<file path="config.mk">
export PLATFORM = sky130hd
export DESIGN_NAME = cpu_sequencer
export DESIGN_NICKNAME = d
export VERILOG_FILES = /design/src/rtl/cpu_sequencer.sv
export SDC_FILE = /design/constraint.sdc
export NUM_CORES = 1
export LEC_CHECK = 0
export ABC_AREA = 1
export BUFFER_PORTS_ARGS = -buffer_cell sky130_fd_sc_hd__buf_2
export CAP_MARGIN = 15
export CORE_MARGIN = 4
export CORE_UTILIZATION = 24
export DETAILED_ROUTE_END_ITERATION = 8
export SYNTH_ARGS = -nofsm -noshare
export SYNTH_HDL_FRONTEND = slang
export SYNTH_SLANG_ARGS = --single-unit
</file>
<file path="constraint.sdc">
create_clock -name clk -period 1.95 [get_ports clk]
set_input_delay 0.39 -clock clk [delete_from_list [all_inputs] [get_ports clk]]
set_output_delay 0.39 -clock clk [all_outputs]
set_load 0.05 [all_outputs]
</file>
<file path="src/rtl/cpu_sequencer.sv">
// cpu_sequencer: multicycle fetch/execute control sequencer. It sits between the
// instruction decoder and the datapath. It owns the memory handshake, the
// execute-step counter, the status register, and halt and fault handling.
// The decoder only has to map (IR, step) to a control word.
module cpu_sequencer #(
    parameter int CW_W     = 34,
    parameter int NS_W     = 2,
    parameter int SF_W     = 4,
    parameter int MAX_EXEC = 4,
    parameter int MW_BIT   = 19,
    parameter int RW_BIT   = 18,
    parameter int SL_BIT   = 24,
    parameter int STEP_W   = (MAX_EXEC > 1) ? $clog2(MAX_EXEC) : 1
) (
    input  logic              clk,
    input  logic              rst,
    input  logic [CW_W-1:0]   cw_in,
    input  logic [SF_W-1:0]   sf_in,
    input  logic              mem_ready,
    input  logic              halt_req,
    output logic [CW_W-1:0]   cw_out,
    output logic              il,
    output logic              mem_req,
    output logic [STEP_W-1:0] step,
    output logic [SF_W-1:0]   status,
    output logic              halted,
    output logic              fault
);

    typedef enum logic [1:0] {
        ST_FETCH = 2'd0,
        ST_EXEC  = 2'd1,
        ST_HALT  = 2'd2
    } state_e;

    // Next-step encodings carried in the top NS_W bits of the control word.
    localparam logic [NS_W-1:0]   NS_END  = NS_W'(0);
    localparam logic [NS_W-1:0]   NS_NEXT = NS_W'(1);
    localparam logic [NS_W-1:0]   NS_HALT = NS_W'(2);
    localparam logic [STEP_W-1:0] LAST_STEP = STEP_W'(MAX_EXEC - 1);

    state_e            state_q, state_d;
    logic [STEP_W-1:0] step_q, step_d;
    logic [SF_W-1:0]   status_q, status_d;
    logic              fault_q, fault_d;

    logic [CW_W-1:0]   cw_c;
    logic              il_c;
    logic              mem_req_c;
    logic [NS_W-1:0]   ns;
    logic              stall;

    assign ns    = cw_in[CW_W-1 -: NS_W];
    // A memory-writing step waits here until memory accepts the write.
    assign stall = cw_in[MW_BIT] & ~mem_ready;

    // State, step, status and fault registers with synchronous reset.
    // NOTE: sequential state uses non-blocking assignments so every register
    // samples the values from before the edge, whatever the statement order.
    always_ff @(posedge clk) begin
        if (rst) begin
            state_q  <= ST_FETCH;
            step_q   <= '0;
            status_q <= '0;
            fault_q  <= 1'b0;
        end else begin
            state_q  <= state_d;
            step_q   <= step_d;
            status_q <= status_d;
            fault_q  <= fault_d;
        end
    end

    // Next-state logic and the Mealy control outputs.
    always_comb begin
        // NOTE: every signal gets a default first. A path that leaves one
        // unassigned would otherwise infer a latch.
        state_d   = state_q;
        step_d    = step_q;
        status_d  = status_q;
        fault_d   = fault_q;
        cw_c      = '0;
        il_c      = 1'b0;
        mem_req_c = 1'b0;

        case (state_q)
            ST_FETCH: begin
                mem_req_c = 1'b1;
                step_d    = '0;
                if (mem_ready) begin
                    // A completed fetch takes priority over a halt request.
                    // The halt is taken at the next instruction boundary.
                    il_c    = 1'b1;
                    state_d = ST_EXEC;
                end else if (halt_req) begin
                    state_d = ST_HALT;
                end
            end

            ST_EXEC: begin
                cw_c      = cw_in;
                mem_req_c = cw_in[MW_BIT];
                if (stall) begin
                    // Hold everything, and keep the datapath from committing
                    // anything while memory is still busy.
                    cw_c[MW_BIT] = 1'b0;
                    cw_c[RW_BIT] = 1'b0;
                    cw_c[SL_BIT] = 1'b0;
                end else begin
                    if (cw_in[SL_BIT]) begin
                        status_d = sf_in;
                    end
                    case (ns)
                        NS_END: begin
                            step_d  = '0;
                            state_d = halt_req ? ST_HALT : ST_FETCH;
                        end
                        NS_NEXT: begin
                            if (step_q == LAST_STEP) begin
                                // The decoder asked for a step that does not
                                // exist. Flag it and abandon the instruction.
                                fault_d = 1'b1;
                                step_d  = '0;
                                state_d = ST_FETCH;
                            end else begin
                                step_d = step_q + STEP_W'(1);
                            end
                        end
                        NS_HALT: begin
                            step_d  = '0;
                            state_d = ST_HALT;
                        end
                        default: begin
                            // Repeat the current step. The decoder ends the loop.
                            step_d = step_q;
                        end
                    endcase
                end
            end

            ST_HALT: begin
                // Only reset leaves HALT.
                state_d = ST_HALT;
                step_d  = '0;
            end

            default: begin
                state_d = ST_FETCH;
                step_d  = '0;
            end
        endcase
    end

    // While reset is asserted, every output reads as zero. This includes the
    // combinational control word, so no write enable reaches the datapath.
    always_comb begin
        if (rst) begin
            cw_out  = '0;
            il      = 1'b0;
            mem_req = 1'b0;
            step    = '0;
            status  = '0;
            halted  = 1'b0;
            fault   = 1'b0;
        end else begin
            cw_out  = cw_c;
            il      = il_c;
            mem_req = mem_req_c;
            step    = step_q;
            status  = status_q;
            halted  = (state_q == ST_HALT);
            fault   = fault_q;
        end
    end

endmodule
</file>
# Yosys cells after proc, flatten, opt, wreduce, memory -nomap -nowiden
# Index checks and enable logic that the tools add are counted.
# word_totals
output_inout_bits	44
word_cells	49
register_bits	9
input_bits	42
# op_classes
muxes	22
addsub	1
eq_ne	9
reduce_logical	9
n_bitwise	4
# op_table
op	n
$mux 34	2
$mux 2	8
$pmux 2 s3	2
$reduce_and 4->1	2
$mux 1	7
$eq 2x2->1 const B	3
$ne 3x3->1 const B	2
$eq 2x1->1 const B	2
$logic_not 2->1	2
$mux 4	1
$ne 4x2->1 const B	1
$pmux 2 s2	1
$reduce_or 2->1	2
$not 1->1	3
$reduce_and 3->1	1
$add 2x1->2 const B	1
$ne 2x2->1 const B	1
$pmux 1 s2	1
$reduce_and 2->1	1
$reduce_bool 2->1	1
$and 1x1->1	1

# Longest topological paths before layout
# Gate-level depths: netlist (run 1).
# logic_depth
depth_word	5
mapped_depth	9
ltp_nobuf	9

# Worst setup path after synthesis (run 1)
# OpenSTA, ideal clock, no wires.
# synth_timing
path_kind	input to output
startpoint	in rst
endpoint	out mem_req
stages	2
required_time_ns	1.560
n_path_buf	1
arrival_ns	1.668
slack_ns	-0.108
cell_sequence	buf_6 -> a211oi_1
# synth_via
elab_chain_cells	1
# synth_lines
element	line	text
start, declared	16	input logic rst,
$mux 1	157	if (rst) begin
end, declared	23	output logic mem_req,
# No other way between the ends.

# Final worst setup path (run 1)
# layout_timing
startpoint	reg state_q[0]
endpoint	out cw_out[5]
# layout_via
elab_chain_cells	3
# layout_lines
element	line	text
start, declared	42	state_e state_q, state_d;
start signal, assigned	67	state_q <= state_d;
$eq 2x1->1	86	case (state_q)
$mux 34	86	
$mux 34	157	
end, declared	21	output logic [CW_W-1:0] cw_out,
# No other way between the ends.

==> results of run 1 <==
==> layout make-up <==
| cell class | instances | share of cell area, % |
|---|---|---|
| inverter | 50 | 13.53 |
| tap | 46 | 4.122 |
| clock buffer | 4 | 3.226 |
| sequential | 9 | 12.90 |
| timing repair buffer | 86 | 31.90 |
| multi-input combinational | 96 | 34.32 |
==> layout by cell type, fill, tap and decap left out, types with 2 or more instances in the layout <==
master,instances
inv_2,2
dfxtp_1,9
clkbuf_8,3
nand2_1,14
clkbuf_4,5
ha_1,5
nand3_1,5
inv_1,47
buf_2,80
nor2_1,59
a21oi_1,4
==> critical path, stage by stage, from the launching register on <==
cell	delay, ns
dfxtp_1	0.39
nand2_2	0.09
clkinv_2	0.11
nand2_8	0.15
nor2_1	0.13
buf_2	0.27
==> kinds of logic (layout without fill, tap and decap cells) <==
logic type                 Yosys count  in the layout
DFF                                  9              9
AOI/OAI and AO/OA                    6              6
buffers and inverters               54            140
and+or+nand+nor                     85             85
adders and majority gates            5              5
==> through the flow <==
stage	area, um^2	TNS [ns]	setup WS [ns]
2_1_floorplan	884.6	-0.1358	-0.1077
3_3_place_gp	1330	0	0.3109
3_5_place_dp	1330	0	0.2724
4_1_cts	1375	0	0.06464
5_1_grt	1396	0	0.05017
6_report	1396	0	0.1825
==> worst paths after layout <==
| check | start | to | slack (ns) | cells after the start |
|---|---|---|---|---|
| worst max-delay path | state_q[0] | cw_out[5] | 0.18 | 5 |
| worst max register to register | step_q[0] | state_q[0] | 0.89 | 8 |
| worst min register to register | fault_q | fault_q | 0.47 | 2 |
| worst min-delay path | sf_in[1] | status_q[1] | 0.39 | 3 |
==> what timing repair did <==
action                     4_1_cts  5_1_grt
hold endpoints to repair         0        0
hold buffers                     0        0
resized for setup                0        6
setup endpoints to repair        0       28
buffers inserted                 0        0
==> where the power goes <==
part / switching, W / internal, W
Combinational: 0.000275 / 0.000103
Clock: 0.0000658 / 0.000142
Sequential: 0.00000818 / 0.000199
Total: 0.000349 / 0.000443
==> layer usage <==
| layer | vias to the layer above | GRT usage [%] | part of all wire [%] |
|---|---|---|---|
| met4 | 0 | 1.489 | 0 |
| met2 | 35 | 21.10 | 51 |
| met5 | - | 0 | 0 |
| met1 | 431 | 12.01 | 41 |
| met3 | 0 | 3.566 | 8.5 |
| li1 | 618 | - | - |
==> sequential cells by signal (all words and copies together), names as in the netlist <==
register / cells
step_q: 2
state_q: 2
fault_q: 1
status_q: 4
==> results.tsv, run 1 <==
metric	value	unit
CTS buffer count	3	
die area	0.004698	mm^2
Max-slew headroom	82.82	%
most frequent cell after synthesis	nor2_1	
initial DRC count	22	
PD cells	567.4	mW/mm^2
clk buf depth	2	
gr ovfl total	0	
Clk Latency, worst-skew pair	0.23	ns
fmax	0.5658	GHz
area of the multi-input gates	479.2	um^2
final period utilization	90.64	%
Post-Syn Area per Cell	5.532	um^2
Mapped Area	879.6	um^2
core area	0.003442	mm^2
drt total wl	2664	um
vias in the first global route	969	
Compound-Gate Fraction of Synth Area	3.698	%
Ys Warns	0	
largest net degree at the start of global routing	36	
area leader, netlist	nor2_1	
status	completed	
die span in y	68.54	um
clk slew on worst S/H paths	0.04	ns
Synth top area share	25.18	%
number of library cell types mapped by synthesis	18	
pins over their slew limit	0	
cell leakage power	0.9722	nW
register area share after synthesis	20.48	%
Tot Pwr	0.0007923	W
RSZ-0062 raised after global routing	false	
xor and xnor area share after synthesis	0	%
Worst EP required	1.56	ns
DR WL/cell	9.155	um
Most used DFF post-synth	dfxtp_1	
post-synthesis adder-cell area fraction	7.112	%
# IOs	86	
fillers	399	
asr flop ratio synth	0	%
HP Class	input port to register	
Hold Fails Final Rpt	0	
clock skew	0.003488	ns
Non-Filler Instances	291	
I/O Buffers	85	
Net Count, Synth	206	
row cnt	21	
Ant. Diodes	0	
first-pass GRT wire length	3981	um
routed via count	1084	
via density per instance	3.725	
max_cap viols	0	
post-synthesis mux area share	0	%
RD Place Congestion	0.7339	
Final Core Density	40.57	%
Sink Count	9	
worst hold margin	0.3890	ns
H-tree depth	1	
Final min period	1.768	ns
top post-synthesis cells by area	nor2_1 25%, dfxtp_1 20%, inv_1 20%	
CP Class	register to output pin	
crit-path max FO	35	
register area	180.2	um^2
DP Cell Count	287	
largest family of logic cells by synthesized area	simple AND/OR/NAND/NOR gates	
Initial Util	25.55	%
CP endpoint kind	output pin	
post-synthesis register bit count	9	
Synth Area in Simple Gates	42.11	%
Post-synth EDFFs	0	
drt pass-1 iters	4	
Die W	68.54	um
final net count	293	
area grow syn2layout	58.75	%
Synth Instances	159	
Worst Setup Start Kind	register	
Arr. time, crit path	1.38	ns
maximum VDD drop	0.4006	mV
Slew @ Worst Pin	0.2595	ns
fraction of layout cells with a size suffix above 1	39.59	%
initial antenna violation count	0	
setup violation total in the final timing report	0	
CTS tree	yes	
Tot GR Track Use	11.07	%
Detail Placement HPWL	2239	um
top cells by count, synth	59 x nor2_1, 47 x inv_1, 14 x nand2_1	
Routed Antenna Nets	0	
Root Buffer	clkbuf_8	
DRC Markers	0	
Note: power is estimated with default switching activity, not from simulation.
==> run 2, diff against run 1 <==
--- a/config.mk
+++ b/config.mk
@@ -6,7 +6,7 @@
 export NUM_CORES = 1
 export LEC_CHECK = 0
 export ABC_AREA = 1
-export BUFFER_PORTS_ARGS = -buffer_cell sky130_fd_sc_hd__buf_2
+export BUFFER_PORTS_ARGS = -buffer_cell sky130_fd_sc_hd__buf_4
 export CAP_MARGIN = 15
 export CORE_MARGIN = 4
 export CORE_UTILIZATION = 24
==> results.tsv, run 2 (synthesis results as in run 1) <==
metric	value	unit	change
H-tree depth	1		unchanged
first-pass GRT wire length	4126	um	+3.6%
Die W	68.54	um	unchanged
post-route setup slack	0.1926	ns	+0.01018 ns
RSZ-0062 raised after global routing	false		
routed via count	1090		+0.55%
worst path bufs/invs	2		unchanged
Finished Cell Area	0.001589	mm^2	+14%
crit path max-delay cell type	dfxtp_1		
Top delay family on crit path	flip-flops		
vias in the first global route	944		-2.6%
biggest regs	status_q x4, state_q x2, step_q x2		
final net count	292		-0.34%
largest net degree at the start of global routing	36		unchanged
fmax	0.5690	GHz	+0.58%
Clk Latency, worst-skew pair	0.23	ns	about the same
die area	0.004698	mm^2	unchanged
RD Place Congestion	0.7607		+3.7%
row cnt	21		unchanged
sequence of cells on the critical path	nand2_2 > clkinv_2 > nand2_8 > nor3_2 > buf_4		
Max-slew headroom	83.81	%	+0.99 points
Final min period	1.757	ns	-0.01018 ns
area of the multi-input gates	479.2	um^2	unchanged
pins over their slew limit	0		unchanged
status	completed		
Worst Setup Start Kind	register		
maximum VDD drop	0.3767	mV	-6.0%
clk slew on worst S/H paths	0.04	ns	about the same
max_cap viols	0		unchanged
drt total wl	2861	um	+7.4%
DP Cell Count	286		-0.35%
PD cells	534.4	mW/mm^2	-5.8%
Routed Antenna Nets	0		unchanged
Worst R2R Path Depth	8		unchanged
clk buf depth	2		unchanged
number of flip-flops in the largest register	4		unchanged
via density per instance	3.759		+0.90%
commonest non-fill, non-tap cell in the layout	buf_4		
Hold Fails Final Rpt	0		unchanged
Tot GR Track Use	12.02	%	+0.95 points
pre-CTS setup slack	0.2738	ns	+0.001418 ns
drt pass-1 iters	4		unchanged
crit-path max cell delay	0.40	ns	about the same
Biggest register	status_q		
fillers	367		-8.0%
gr ovfl total	0		unchanged
CTS tree	yes		
Sink Count	9		unchanged
register area	180.2	um^2	unchanged
crit-path max FO	35		unchanged
Levels on crit path	5		unchanged
CTS buffer count	3		unchanged
Setup TNS	0	ns	unchanged
Initial Util	25.55	%	unchanged
cell leakage power	1.004	nW	+3.3%
setup violation total in the final timing report	0		unchanged
Arr. time, crit path	1.37	ns	about the same
CP Class	register to output pin		
Worst EP required	1.56	ns	about the same
die span in y	68.54	um	unchanged
Hold Path Cell Cnt	3		unchanged
# IOs	86		unchanged
Ant. Diodes	0		unchanged
Detail Placement HPWL	2367	um	+5.7%
Non-Filler Instances	290		-0.34%
I/O Buffers	85		unchanged
Slew @ Worst Pin	0.2429	ns	-0.01659 ns
Post-CTS Hold Buffers	0		unchanged
clock skew	0.0005218	ns	-0.002966 ns
HP Class	input port to register		
DRC Markers	0		unchanged
area grow syn2layout	80.65	%	
Root Buffer	clkbuf_8		
most frequent cells in the layout	85 x buf_4, 59 x nor2_1, 47 x inv_1		
core area	0.003442	mm^2	unchanged
initial DRC count	23		+4.5%
DR WL/cell	9.866	um	+7.8%
initial antenna violation count	0		unchanged
fraction of layout cells with a size suffix above 1	39.34	%	-0.25 points
final period utilization	90.12	%	-0.52 points
CP endpoint kind	output pin		
Post-Place Cell Area	0.001535	mm^2	+15%
## run 2: cell count changes in the layout (fill, tap and decap cells not counted)
cell	delta
buf_2	-80
buf_4	+84
clkbuf_4	-5
## run 2: area by class of cell
type | count | share of cell area, %
sequential | 9 | 11.34
clock buffer | 4 | 2.835
inverter | 50 | 11.89
multi-input combinational | 96 | 30.16
timing repair buffer | 85 | 40.16
tap | 46 | 3.622
## run 2: path summary, 6_finish.rpt
path | startpoint | endpoint | slack, ns
min | sf_in[1] | status_q[1] | 0.37
max | state_q[0] | cw_out[19] | 0.19
max reg2reg | step_q[1] | state_q[0] | 0.87
min reg2reg | fault_q | fault_q | 0.47
## run 2: what timing repair did
item / 4_1_cts / 5_1_grt
setup endpoints to repair: 0 / 3
buffers inserted: 0 / 0
resized for setup: 0 / 1
## run 2: tightest hold or removal path, cell delays in order
cell    delay (ns)
buf_4         0.07
nor2_1        0.03
nor2_1        0.08
## run 2: layer usage
layer / track usage [%] / wire (um)
met4: 5.955 / 52
met5: 0 / 0
met2: 22.05 / 1450
met3: 4.214 / 288
met1: 11.83 / 1070
## run 2: per-stage QoR
step	hold WS (ns)	total power (W)	utilization, %
6_report	0.3729	0.0008492	46.17
5_1_grt	0.3800	0.0009058	46.17
4_1_cts	0.3678	0.0008605	45.91
3_5_place_dp	0.4625	0.0006345	44.60
3_3_place_gp	0.4625	0.0006332	44.60
2_1_floorplan	0.4338	0.0004904	-
## run 2: where the power goes
part	total (W)	internal (W)	switching [W]
Sequential	0.000207	0.000198	0.00000830
Combinational	0.000425	0.000147	0.000278
Clock	0.000218	0.000143	0.0000752
